--- src/rtl/multicycle_datapath_if.sv ---
// Instruction-fetch and data-memory req/ack bus for multicycle_datapath.
// The core drives req/address/data; the memory side answers with ack and read data.
interface multicycle_datapath_if #(
    parameter int DATA_W = 16,
    parameter int PC_W   = 16
);
    logic              ins_req;
    logic [PC_W-1:0]   ins_addr;
    logic              ins_ack;
    logic [31:0]       ins_data;
    logic              dm_req;
    logic              dm_we;
    logic [DATA_W-1:0] dm_addr;
    logic [DATA_W-1:0] dm_wdata;
    logic              dm_ack;
    logic [DATA_W-1:0] dm_rdata;

    modport master (
        output ins_req, ins_addr, dm_req, dm_we, dm_addr, dm_wdata,
        input  ins_ack, ins_data, dm_ack, dm_rdata
    );

    modport slave (
        input  ins_req, ins_addr, dm_req, dm_we, dm_addr, dm_wdata,
        output ins_ack, ins_data, dm_ack, dm_rdata
    );
endinterface

--- src/rtl/multicycle_datapath.sv ---
// Non-overlapped multi-cycle processor: FETCH/DECODE/EXEC/MEM/WB controller,
// register file, ALU and PC, with instruction and data memories behind req/ack.
module multicycle_datapath #(
    parameter int DATA_W = 16,
    parameter int PC_W   = 16,
    parameter int NREGS  = 16
) (
    input  logic                  clk,
    input  logic                  rst,
    multicycle_datapath_if.master bus,
    output logic [3:0]            opcode,
    output logic [PC_W-1:0]       pc,
    output logic                  retire,
    output logic                  halted,
    output logic                  illegal,
    input  logic [3:0]            dbg_addr,
    output logic [DATA_W-1:0]     dbg_data
);

    localparam logic [2:0] S_FETCH  = 3'd0;
    localparam logic [2:0] S_DECODE = 3'd1;
    localparam logic [2:0] S_EXEC   = 3'd2;
    localparam logic [2:0] S_MEM    = 3'd3;
    localparam logic [2:0] S_WB     = 3'd4;
    localparam logic [2:0] S_HALT   = 3'd5;

    localparam logic [3:0] OP_ADD  = 4'd0;
    localparam logic [3:0] OP_SUB  = 4'd1;
    localparam logic [3:0] OP_AND  = 4'd2;
    localparam logic [3:0] OP_OR   = 4'd3;
    localparam logic [3:0] OP_SLT  = 4'd4;
    localparam logic [3:0] OP_ADDI = 4'd5;
    localparam logic [3:0] OP_LW   = 4'd6;
    localparam logic [3:0] OP_SW   = 4'd7;
    localparam logic [3:0] OP_BEQ  = 4'd8;
    localparam logic [3:0] OP_BNE  = 4'd9;
    localparam logic [3:0] OP_J    = 4'd10;
    localparam logic [3:0] OP_HALT = 4'd15;

    logic [2:0]        state_q, state_d;
    logic [PC_W-1:0]   pc_q, pc_d;
    logic [31:0]       ir_q, ir_d;
    logic [DATA_W-1:0] a_q, a_d, b_q, b_d, alu_q, alu_d, mdr_q, mdr_d;
    logic              illegal_q, illegal_d;
    logic [DATA_W-1:0] regs_q [NREGS];
    logic [DATA_W-1:0] regs_d [NREGS];

    logic              rf_we;
    logic [3:0]        rf_waddr;
    logic [DATA_W-1:0] rf_wdata;

    logic [3:0]         op, rs, rt, rd;
    logic signed [15:0] imm_s;
    logic [DATA_W-1:0]  imm_ext;
    logic [PC_W-1:0]    pc_inc, pc_br;

    assign op      = ir_q[31:28];
    assign rs      = ir_q[27:24];
    assign rt      = ir_q[23:20];
    assign rd      = ir_q[19:16];
    assign imm_s   = ir_q[15:0];
    assign imm_ext = DATA_W'(imm_s);
    assign pc_inc  = pc_q + PC_W'(1);
    assign pc_br   = pc_inc + PC_W'(imm_s);

    // Indices at or above NREGS, and r0, always read as zero.
    function automatic logic [DATA_W-1:0] rf_read(input logic [3:0] idx);
        if (idx != 4'd0 && int'(idx) < NREGS) return regs_q[idx];
        return '0;
    endfunction

    // Requests are masked during reset so a memory never sees a transfer the core ignores.
    assign bus.ins_req  = !rst && (state_q == S_FETCH);
    assign bus.ins_addr = pc_q;
    assign bus.dm_req   = !rst && (state_q == S_MEM);
    assign bus.dm_we    = bus.dm_req && (op == OP_SW);
    assign bus.dm_addr  = alu_q;
    assign bus.dm_wdata = b_q;

    assign opcode   = op;
    assign pc       = pc_q;
    assign halted   = (state_q == S_HALT);
    assign illegal  = illegal_q;
    assign dbg_data = rf_read(dbg_addr);

    always_comb begin
        // NOTE: every signal gets a default here so no path through the case infers a latch.
        state_d   = state_q;
        pc_d      = pc_q;
        ir_d      = ir_q;
        a_d       = a_q;
        b_d       = b_q;
        alu_d     = alu_q;
        mdr_d     = mdr_q;
        illegal_d = illegal_q;
        rf_we     = 1'b0;
        rf_waddr  = rd;
        rf_wdata  = alu_q;
        retire    = 1'b0;

        case (state_q)
            S_FETCH: begin
                if (bus.ins_ack) begin
                    ir_d    = bus.ins_data;
                    state_d = S_DECODE;
                end
            end
            S_DECODE: begin
                a_d = rf_read(rs);
                b_d = rf_read(rt);
                if (op inside {[4'd11:4'd14]}) begin
                    illegal_d = 1'b1;
                    state_d   = S_HALT;
                end else begin
                    state_d = S_EXEC;
                end
            end
            S_EXEC: begin
                state_d = S_WB;
                case (op)
                    OP_ADD:  alu_d = a_q + b_q;
                    OP_SUB:  alu_d = a_q - b_q;
                    OP_AND:  alu_d = a_q & b_q;
                    OP_OR:   alu_d = a_q | b_q;
                    OP_SLT:  alu_d = ($signed(a_q) < $signed(b_q)) ? DATA_W'(1) : '0;
                    OP_ADDI: alu_d = a_q + imm_ext;
                    OP_LW, OP_SW: begin
                        alu_d   = a_q + imm_ext;
                        state_d = S_MEM;
                    end
                    OP_BEQ, OP_BNE: begin
                        pc_d    = ((a_q == b_q) == (op == OP_BEQ)) ? pc_br : pc_inc;
                        retire  = 1'b1;
                        state_d = S_FETCH;
                    end
                    OP_J: begin
                        pc_d    = PC_W'(ir_q[15:0]);
                        retire  = 1'b1;
                        state_d = S_FETCH;
                    end
                    OP_HALT: begin
                        retire  = 1'b1;
                        state_d = S_HALT;
                    end
                    default: state_d = S_HALT;
                endcase
            end
            S_MEM: begin
                if (bus.dm_ack) begin
                    if (op == OP_SW) begin
                        retire  = 1'b1;
                        pc_d    = pc_inc;
                        state_d = S_FETCH;
                    end else begin
                        mdr_d   = bus.dm_rdata;
                        state_d = S_WB;
                    end
                end
            end
            S_WB: begin
                rf_we    = 1'b1;
                rf_waddr = (op == OP_ADDI || op == OP_LW) ? rt : rd;
                rf_wdata = (op == OP_LW) ? mdr_q : alu_q;
                pc_d     = pc_inc;
                retire   = 1'b1;
                state_d  = S_FETCH;
            end
            S_HALT:  state_d = S_HALT;
            default: state_d = S_FETCH;
        endcase
    end

    always_comb begin
        regs_d = regs_q;
        if (rf_we && rf_waddr != 4'd0 && int'(rf_waddr) < NREGS) regs_d[rf_waddr] = rf_wdata;
    end

    always_ff @(posedge clk) begin
        // NOTE: state uses non-blocking assignments so every flop samples pre-edge values.
        if (rst) begin
            state_q   <= S_FETCH;
            pc_q      <= '0;
            ir_q      <= '0;
            a_q       <= '0;
            b_q       <= '0;
            alu_q     <= '0;
            mdr_q     <= '0;
            illegal_q <= 1'b0;
            // NOTE: the register file is cleared on reset because software relies on zeroed registers.
            for (int i = 0; i < NREGS; i++) regs_q[i] <= '0;
        end else begin
            state_q   <= state_d;
            pc_q      <= pc_d;
            ir_q      <= ir_d;
            a_q       <= a_d;
            b_q       <= b_d;
            alu_q     <= alu_d;
            mdr_q     <= mdr_d;
            illegal_q <= illegal_d;
            regs_q    <= regs_d;
        end
    end

endmodule

--- src/flat_wrapper.sv ---
// flat-port wrapper written by rule: the top's interface ports become plain ports
module multicycle_datapath_flat 
#(
    parameter int DATA_W = 16,
    parameter int PC_W   = 16,
    parameter int NREGS  = 16
)
  (clk, rst, opcode, pc, retire, halted, illegal, dbg_addr, dbg_data, bus_ins_req, bus_ins_addr, bus_dm_req, bus_dm_we, bus_dm_addr, bus_dm_wdata, bus_ins_ack, bus_ins_data, bus_dm_ack, bus_dm_rdata);
  multicycle_datapath_if #(.DATA_W(DATA_W), .PC_W(PC_W)) bus_i ();
  input  logic clk;
  input  logic rst;
  output logic [3:0] opcode;
  output logic [PC_W-1:0] pc;
  output logic retire;
  output logic halted;
  output logic illegal;
  input  logic [3:0] dbg_addr;
  output logic [DATA_W-1:0] dbg_data;
  output wire logic [$bits(bus_i.ins_req)-1:0] bus_ins_req;
  output wire logic [$bits(bus_i.ins_addr)-1:0] bus_ins_addr;
  output wire logic [$bits(bus_i.dm_req)-1:0] bus_dm_req;
  output wire logic [$bits(bus_i.dm_we)-1:0] bus_dm_we;
  output wire logic [$bits(bus_i.dm_addr)-1:0] bus_dm_addr;
  output wire logic [$bits(bus_i.dm_wdata)-1:0] bus_dm_wdata;
  input wire logic [$bits(bus_i.ins_ack)-1:0] bus_ins_ack;
  input wire logic [$bits(bus_i.ins_data)-1:0] bus_ins_data;
  input wire logic [$bits(bus_i.dm_ack)-1:0] bus_dm_ack;
  input wire logic [$bits(bus_i.dm_rdata)-1:0] bus_dm_rdata;
  assign bus_ins_req = bus_i.ins_req;
  assign bus_ins_addr = bus_i.ins_addr;
  assign bus_dm_req = bus_i.dm_req;
  assign bus_dm_we = bus_i.dm_we;
  assign bus_dm_addr = bus_i.dm_addr;
  assign bus_dm_wdata = bus_i.dm_wdata;
  assign bus_i.ins_ack = bus_ins_ack;
  assign bus_i.ins_data = bus_ins_data;
  assign bus_i.dm_ack = bus_dm_ack;
  assign bus_i.dm_rdata = bus_dm_rdata;
  multicycle_datapath #(.DATA_W(DATA_W), .PC_W(PC_W), .NREGS(NREGS)) u_core (.clk(clk), .rst(rst), .bus(bus_i), .opcode(opcode), .pc(pc), .retire(retire), .halted(halted), .illegal(illegal), .dbg_addr(dbg_addr), .dbg_data(dbg_data));
endmodule
--- config.mk ---
export PLATFORM = sky130hd
export DESIGN_NAME = multicycle_datapath_flat
export DESIGN_NICKNAME = d
export VERILOG_FILES = /design/src/rtl/multicycle_datapath_if.sv /design/src/rtl/multicycle_datapath.sv /design/src/flat_wrapper.sv
export SDC_FILE = /design/constraint.sdc
export NUM_CORES = 1
export LEC_CHECK = 0
export BUFFER_PORTS_ARGS = -buffer_cell sky130_fd_sc_hd__buf_2
export CAP_MARGIN = 20
export CORE_ASPECT_RATIO = 0.6
export CORE_UTILIZATION = 57
export DETAILED_ROUTE_END_ITERATION = 10
export HOLD_SLACK_MARGIN = 0.15
export PLACE_DENSITY = 0.79
export SYNTH_ARGS = -nofsm -noshare
export SYNTH_HDL_FRONTEND = slang
export SYNTH_SLANG_ARGS = --single-unit
--- constraint.sdc ---
create_clock -name clk -period 4 [get_ports clk]
set_input_delay 0.4 -clock clk [delete_from_list [all_inputs] [get_ports clk]]
set_output_delay 0.4 -clock clk [all_outputs]
set_load 0.02 [all_outputs]
* After elaboration in Yosys (flattened, before gate mapping)
Cells that the tools add are included.
Operators by class: add/subtract/negate cells 5, magnitude comparators 8, eq/ne operators 22, multiplexer cells 45, bitwise gates (word level) 7, reductions and logical operators 28
Operators by type and width (number):
- two-way mux 16 bit | 18
- bitwise mux 256 bit | 1
- binary-select mux 16 bit (select 4 bit) | 3
- one-hot mux 16 bit (6 select lines) | 1
- demux 16 bit (select 4 bit) | 1
- adder 16 bit | 3
- one-hot mux 16 bit (3 select lines) | 1
- one-hot mux 16 bit (2 select lines) | 1
- greater-or-equal comparator 5 bit (second input constant) | 4
- NOT 4 -> 5 bit | 4
- adder 16 x 1 -> 16 bit (second input constant) | 1
- bitwise AND 16 bit | 1
- equality test 16 bit | 1
- equality test 4 x 3 -> 1 bit (second input constant) | 4
- equality test 4 bit (second input constant) | 4
- < comparator 16 bit | 1
- OR 16 bit | 1
- nonzero test 4 bit | 4
- subtractor 16 bit | 1
- one-hot mux 3 bit (5 select lines) | 1
- two-way mux 3 bit | 4
- two-way mux 1 bit | 10
- one-hot mux 3 bit (3 select lines) | 1
- equality test 4 x 2 -> 1 bit (second input constant) | 2
- 27 further kinds | 42
Storage, ports and cells: bits in registers 372, bits of input ports 56, output and inout bits 90, word-level logic and storage cells 139

* Logic depth before layout (Yosys ltp)
depth in word-level cells 10, depth in mapped cells 15

* Least setup slack after synthesis
Ideal clock, no wire load.
path kind register -> register, from reg u_core.ir_q[28], to reg u_core.alu_q[14], in the netlist u_core.bus.dm_addr[14], setup time 0.132 ns, arrival time 3.085 ns, path slack 0.783 ns, stages on the path, launching flop included 15, cell sequence dfxtp_1 nor2_1 nor2_1 clkbuf_1 o21ai_0 ha_1 fa_1 a21oi_1 o2111ai_1 a311o_1 a21oi_1 o21ai_0 xor2_1 a211oi_1 nor3_1
Between the ends: longest elaborated chain between the ends 4, elaborated cells between the ends (all ways) 12, those cells by class eq/ne (7); mux (1); reduce/logical (4)
Ends and longest elaborated chain:
- from (decl) | RTL line multicycle_datapath.sv:42 | logic [31:0] ir_q, ir_d;
- from (signal assigned) | RTL line multicycle_datapath.sv:194 | ir_q <= ir_d;
- equality test 4 x 3 -> 1 bit | RTL line multicycle_datapath.sv:120 | case (op)
- OR reduction 3 bit (no line)
- nonzero test 6 bit (no line)
- AND reduction 2 bit (no line)
- to (signal assigned) | RTL line multicycle_datapath.sv:197 | alu_q <= alu_d;
- to (decl) | RTL line multicycle_datapath.sv:43 | logic [DATA_W-1:0] a_q, a_d, b_q, b_d, alu_q, alu_d, mdr_q, mdr_d;
Several ways; a longest one is shown, not always the timed one. A chain may end at the register's enable or synchronous reset.

* Final worst setup path
from reg u_core.pc_q[0], in the netlist u_core.bus.ins_addr[0], to reg u_core.pc_q[15], in the netlist u_core.bus.ins_addr[15]
Between the ends: longest elaborated chain between the ends 5, elaborated cells between the ends (all ways) 7, those cells by class add/sub (2); mux (5)
Ends and longest elaborated chain:
- from (decl) | RTL line multicycle_datapath.sv:41 | logic [PC_W-1:0] pc_q, pc_d;
- from (signal assigned) | RTL line multicycle_datapath.sv:193 | pc_q <= pc_d;
- adder 16 x 1 -> 16 bit (*) | RTL line multicycle_datapath.sv:63 | assign pc_inc = pc_q + PC_W'(1);
- adder 16 bit | RTL line multicycle_datapath.sv:64 | assign pc_br = pc_inc + PC_W'(imm_s);
- two-way mux 16 bit | RTL line multicycle_datapath.sv:132 | pc_d = ((a_q == b_q) == (op == OP_BEQ)) ? pc_br : pc_inc;
- one-hot mux 16 bit (2 select lines) | RTL line multicycle_datapath.sv:120
- one-hot mux 16 bit (3 select lines) (*) | RTL line multicycle_datapath.sv:101 | case (state_q)
Mark *: on every way between the ends. The rest lies on a longest branch, timed or not. The select of a mux whose other input is x is not followed.

==> results.cfg <==
[global_route]
grt_pass1_wl_um = 113000
grt_pass1_vias = 19200
grt_max_degree = 149
met1_usage_pct = 51.4
track_usage_pct = 36.2
overflow = 0
antenna_found_initial = 0
grt-busiest-layer = met1
use_met3_pct = 11.7
use_met2_pct = 51.3

[setup_path]
path_cells = ha_1 > nand3_1 > xnor2_1 > ha_1 > nor3_1 > o21ai_0 > a31oi_1 > o211ai_1 > a21oi_1 > a21oi_1 > mux2i_1 > a221o_1
rrSetupSlack_ns = 0.28
slowest_delay_ns = 0.51
worstPathRequired_ns = 4.44
r2r_cells = 12
crit_family = compound AO/OA/AOI/OAI gates
cp-start-kind = flip-flop
critPathSlowestCell = a31oi_1
worstPathMaxFanout = 8
cp.buffers_inverters = 0
endpoint_kind = flip-flop
crit_cells = 12
cp.arrival_ns = 4.15
critical_path_class = flip-flop to flip-flop

[finish]
final_area_mm2 = 0.0257
final_cell_mix = dfxtp_1 (368), nor2_1 (356), a211oi_1 (251)
area_growth_pct = 12.2
fillerInstances = 3032
drive_gt1_share_pct = 23.0
fin_nets = 2535
final_common_cell = dfxtp_1
fin_cells = 2943
diodes = 0

[placement]
io_buffers = 145
place.gp.congestion = 0.985
dp_hpwl_um = 49700
place_area_mm2 = 0.0239
pre_cts_ws_ns = 0.512
post-place-cells = 2827

[power_and_ir_drop]
ir_drop_v = 0.000338
power_leakage_nw = 9.09
cellPowerDensity_mw_per_mm2 = 353

[timing]
fmax_mhz = 269
min_period_over_period_pct = 92.9
worst_pin_slew_ns = 1.11
setup_ws_ns = 0.284
final_hold_viol_count = 0
grt_setup_unrepaired = false
slew_violations = 0
setup_viol = 0
fin_tns_setup_ns = 0
slew_headroom_pct = 26.2
fin_crit_ns = 3.72
holdWs_ns = 0.201
clock_skew_ns = 0.0266

[min_path]
hold_depth = 3
hp-class = primary input to flip-flop

[synth]
synthArstFlopShare_pct = 0
synth_flop_cell = dfxtp_1
ys_seq_area_share_pct = 32.6
synth.distinct_cells = 71
syn-cell-area_mm2 = 0.0229
syn_avg_cell_area_um2 = 9.85
synth_top_area_share_pct = 32.6
syn_nets = 2463
yosys.area.top_type = dfxtp_1
synth.area.top_cells = dfxtp_1 (33%), mux4_2 (24%), a211oi_1 (8.2%), nor2_1 (5.9%), ha_1 (4.5%)
ys_ff_latch = 372
synth-warning-count = 0
synth_edf_count = 0
syn_inst = 2321

[floorplan]
die_h_um = 157
start_util_pct = 58.2
dieArea_mm2 = 0.0409
die_w_um = 261
fp-row-count = 56
io_pins = 146
fp.coreArea_mm2 = 0.0393

[clock_tree]
numCtsBuffers = 38
clockRootBuffer = clkbuf_16
clk_path_buf_depth = 3
tritoncts = built
cts.sinks = 372
htree_levels = 2
clk_latency_ns = 0.56
clk_pin_slew_ns = 0.07

[drt]
drt_first_pass_iters = 9
post_drt_wl_per_cell_um = 25.3
viasPerCell = 6.92
remaining_drc_errors = 12
drtIter0Drc = 2844
dr_total_vias = 20400
antenna_left = 0
wirelength_um = 74300

[run]
drv_cap = 0

[status]
violations = DRC
status = complete, but fails checks
[path summary, 6_finish.rpt]
path                                             from                                   end
hold / removal                       bus_dm_rdata[12]         u_core.mdr_q[12]$_SDFFE_PP0P_
setup / recovery  u_core.bus.ins_addr[0]$_SDFFE_PP0P_  u_core.bus.ins_addr[15]$_SDFFE_PP0P_
setup reg to reg  u_core.bus.ins_addr[0]$_SDFFE_PP0P_  u_core.bus.ins_addr[15]$_SDFFE_PP0P_
hold reg to reg          u_core.ir_q[22]$_SDFFE_PP0P_          u_core.ir_q[22]$_SDFFE_PP0P_
[worst reg2reg max path, cell delays in order, from the launching register on]
cell and delay (ns):
dfxtp_1 0.48, ha_1 0.28, nand3_1 0.20, xnor2_1 0.21
ha_1 0.24, nor3_1 0.19, o21ai_0 0.27, a31oi_1 0.51
o211ai_1 0.26, a21oi_1 0.39, a21oi_1 0.14, mux2i_1 0.14
a221o_1 0.28
[per-stage QoR]
step                utilization [%]  total power, mW
floorplan                         -             4.88
global placement               60.8             5.32
detailed placement             60.8             5.34
CTS                            65.2             9.04
global route                   65.3             9.32
finish                         65.3             9.07
[final cells by class]
class,count,area [um2],share of cell area [%]
clock buffers,56,1140,4.44
clock inverters,12,146,0.571
inverters,59,221,0.863
multi-input cells,1650,14100,55.1
flip-flops and latches,372,7460,29.1
well taps,522,653,2.55
repair buffers,272,1900,7.42
[per-layer routing]
layer / wire length (um) / vias to the layer above
met5: 0 / -
met4: 2620 / 0
met3: 10500 / 201
met2: 31400 / 1470
met1: 29800 / 9891
li1: - / 8800
[report_power, final]
group,total (mW),switching [mW],internal [mW],leakage [nW]
clock network,3.72,1.60,2.12,0.631
registers,3.95,0.171,3.78,3.00
logic,1.40,0.895,0.509,5.46
[state kept, by name, indices dropped and copies added (netlist names)]
| register | cells |
|---|---|
| u_core.a_q | 16 |
| u_core.bus.dm_addr | 16 |
| u_core.bus.dm_wdata | 16 |
| u_core.bus.ins_addr | 16 |
| u_core.illegal | 1 |
| u_core.ir_q | 32 |
| u_core.mdr_q | 16 |
| u_core.regs_q | 256 |
| u_core.state_q | 3 |
[synthesized netlist by cell type (11+ instances only)]
| master | count |
|---|---|
| dfxtp_1 | 372 |
| nor2_1 | 358 |
| a211oi_1 | 251 |
| mux4_2 | 240 |
| nand2_1 | 159 |
| clkbuf_1 | 133 |
| a21oi_1 | 111 |
| ha_1 | 83 |
| inv_1 | 59 |
| o21ai_0 | 53 |
| buf_2 | 52 |
| nor2b_1 | 42 |
| a22oi_1 | 36 |
| xnor2_1 | 35 |
| buf_4 | 32 |
| nor3_1 | 28 |
| buf_1 | 20 |
| nand3_1 | 20 |
| mux2i_1 | 19 |
| xor2_1 | 19 |
| a31oi_1 | 17 |
| and3_1 | 12 |
| a221oi_1 | 11 |
| and2_1 | 11 |
[repair_timing]
action | in CTS | in global routing
endpoints found under the hold margin | 47 | 0
buffers inserted | 0 | 0
resized for setup | 0 | 0
hold buffers | 47 | 0
[cells by family after synthesis]
group           count (synthesis)  share of synthesized area (%)
simple gates                  686                           13.2
xor+xnor                       55                           2.14
mux                           263                           24.7
buf+inv                       299                           5.82
flops                         372                           32.6
compound gates                560                           16.7
fa+ha+maj                      86                           4.80
Power figures use the tool's default switching activity.
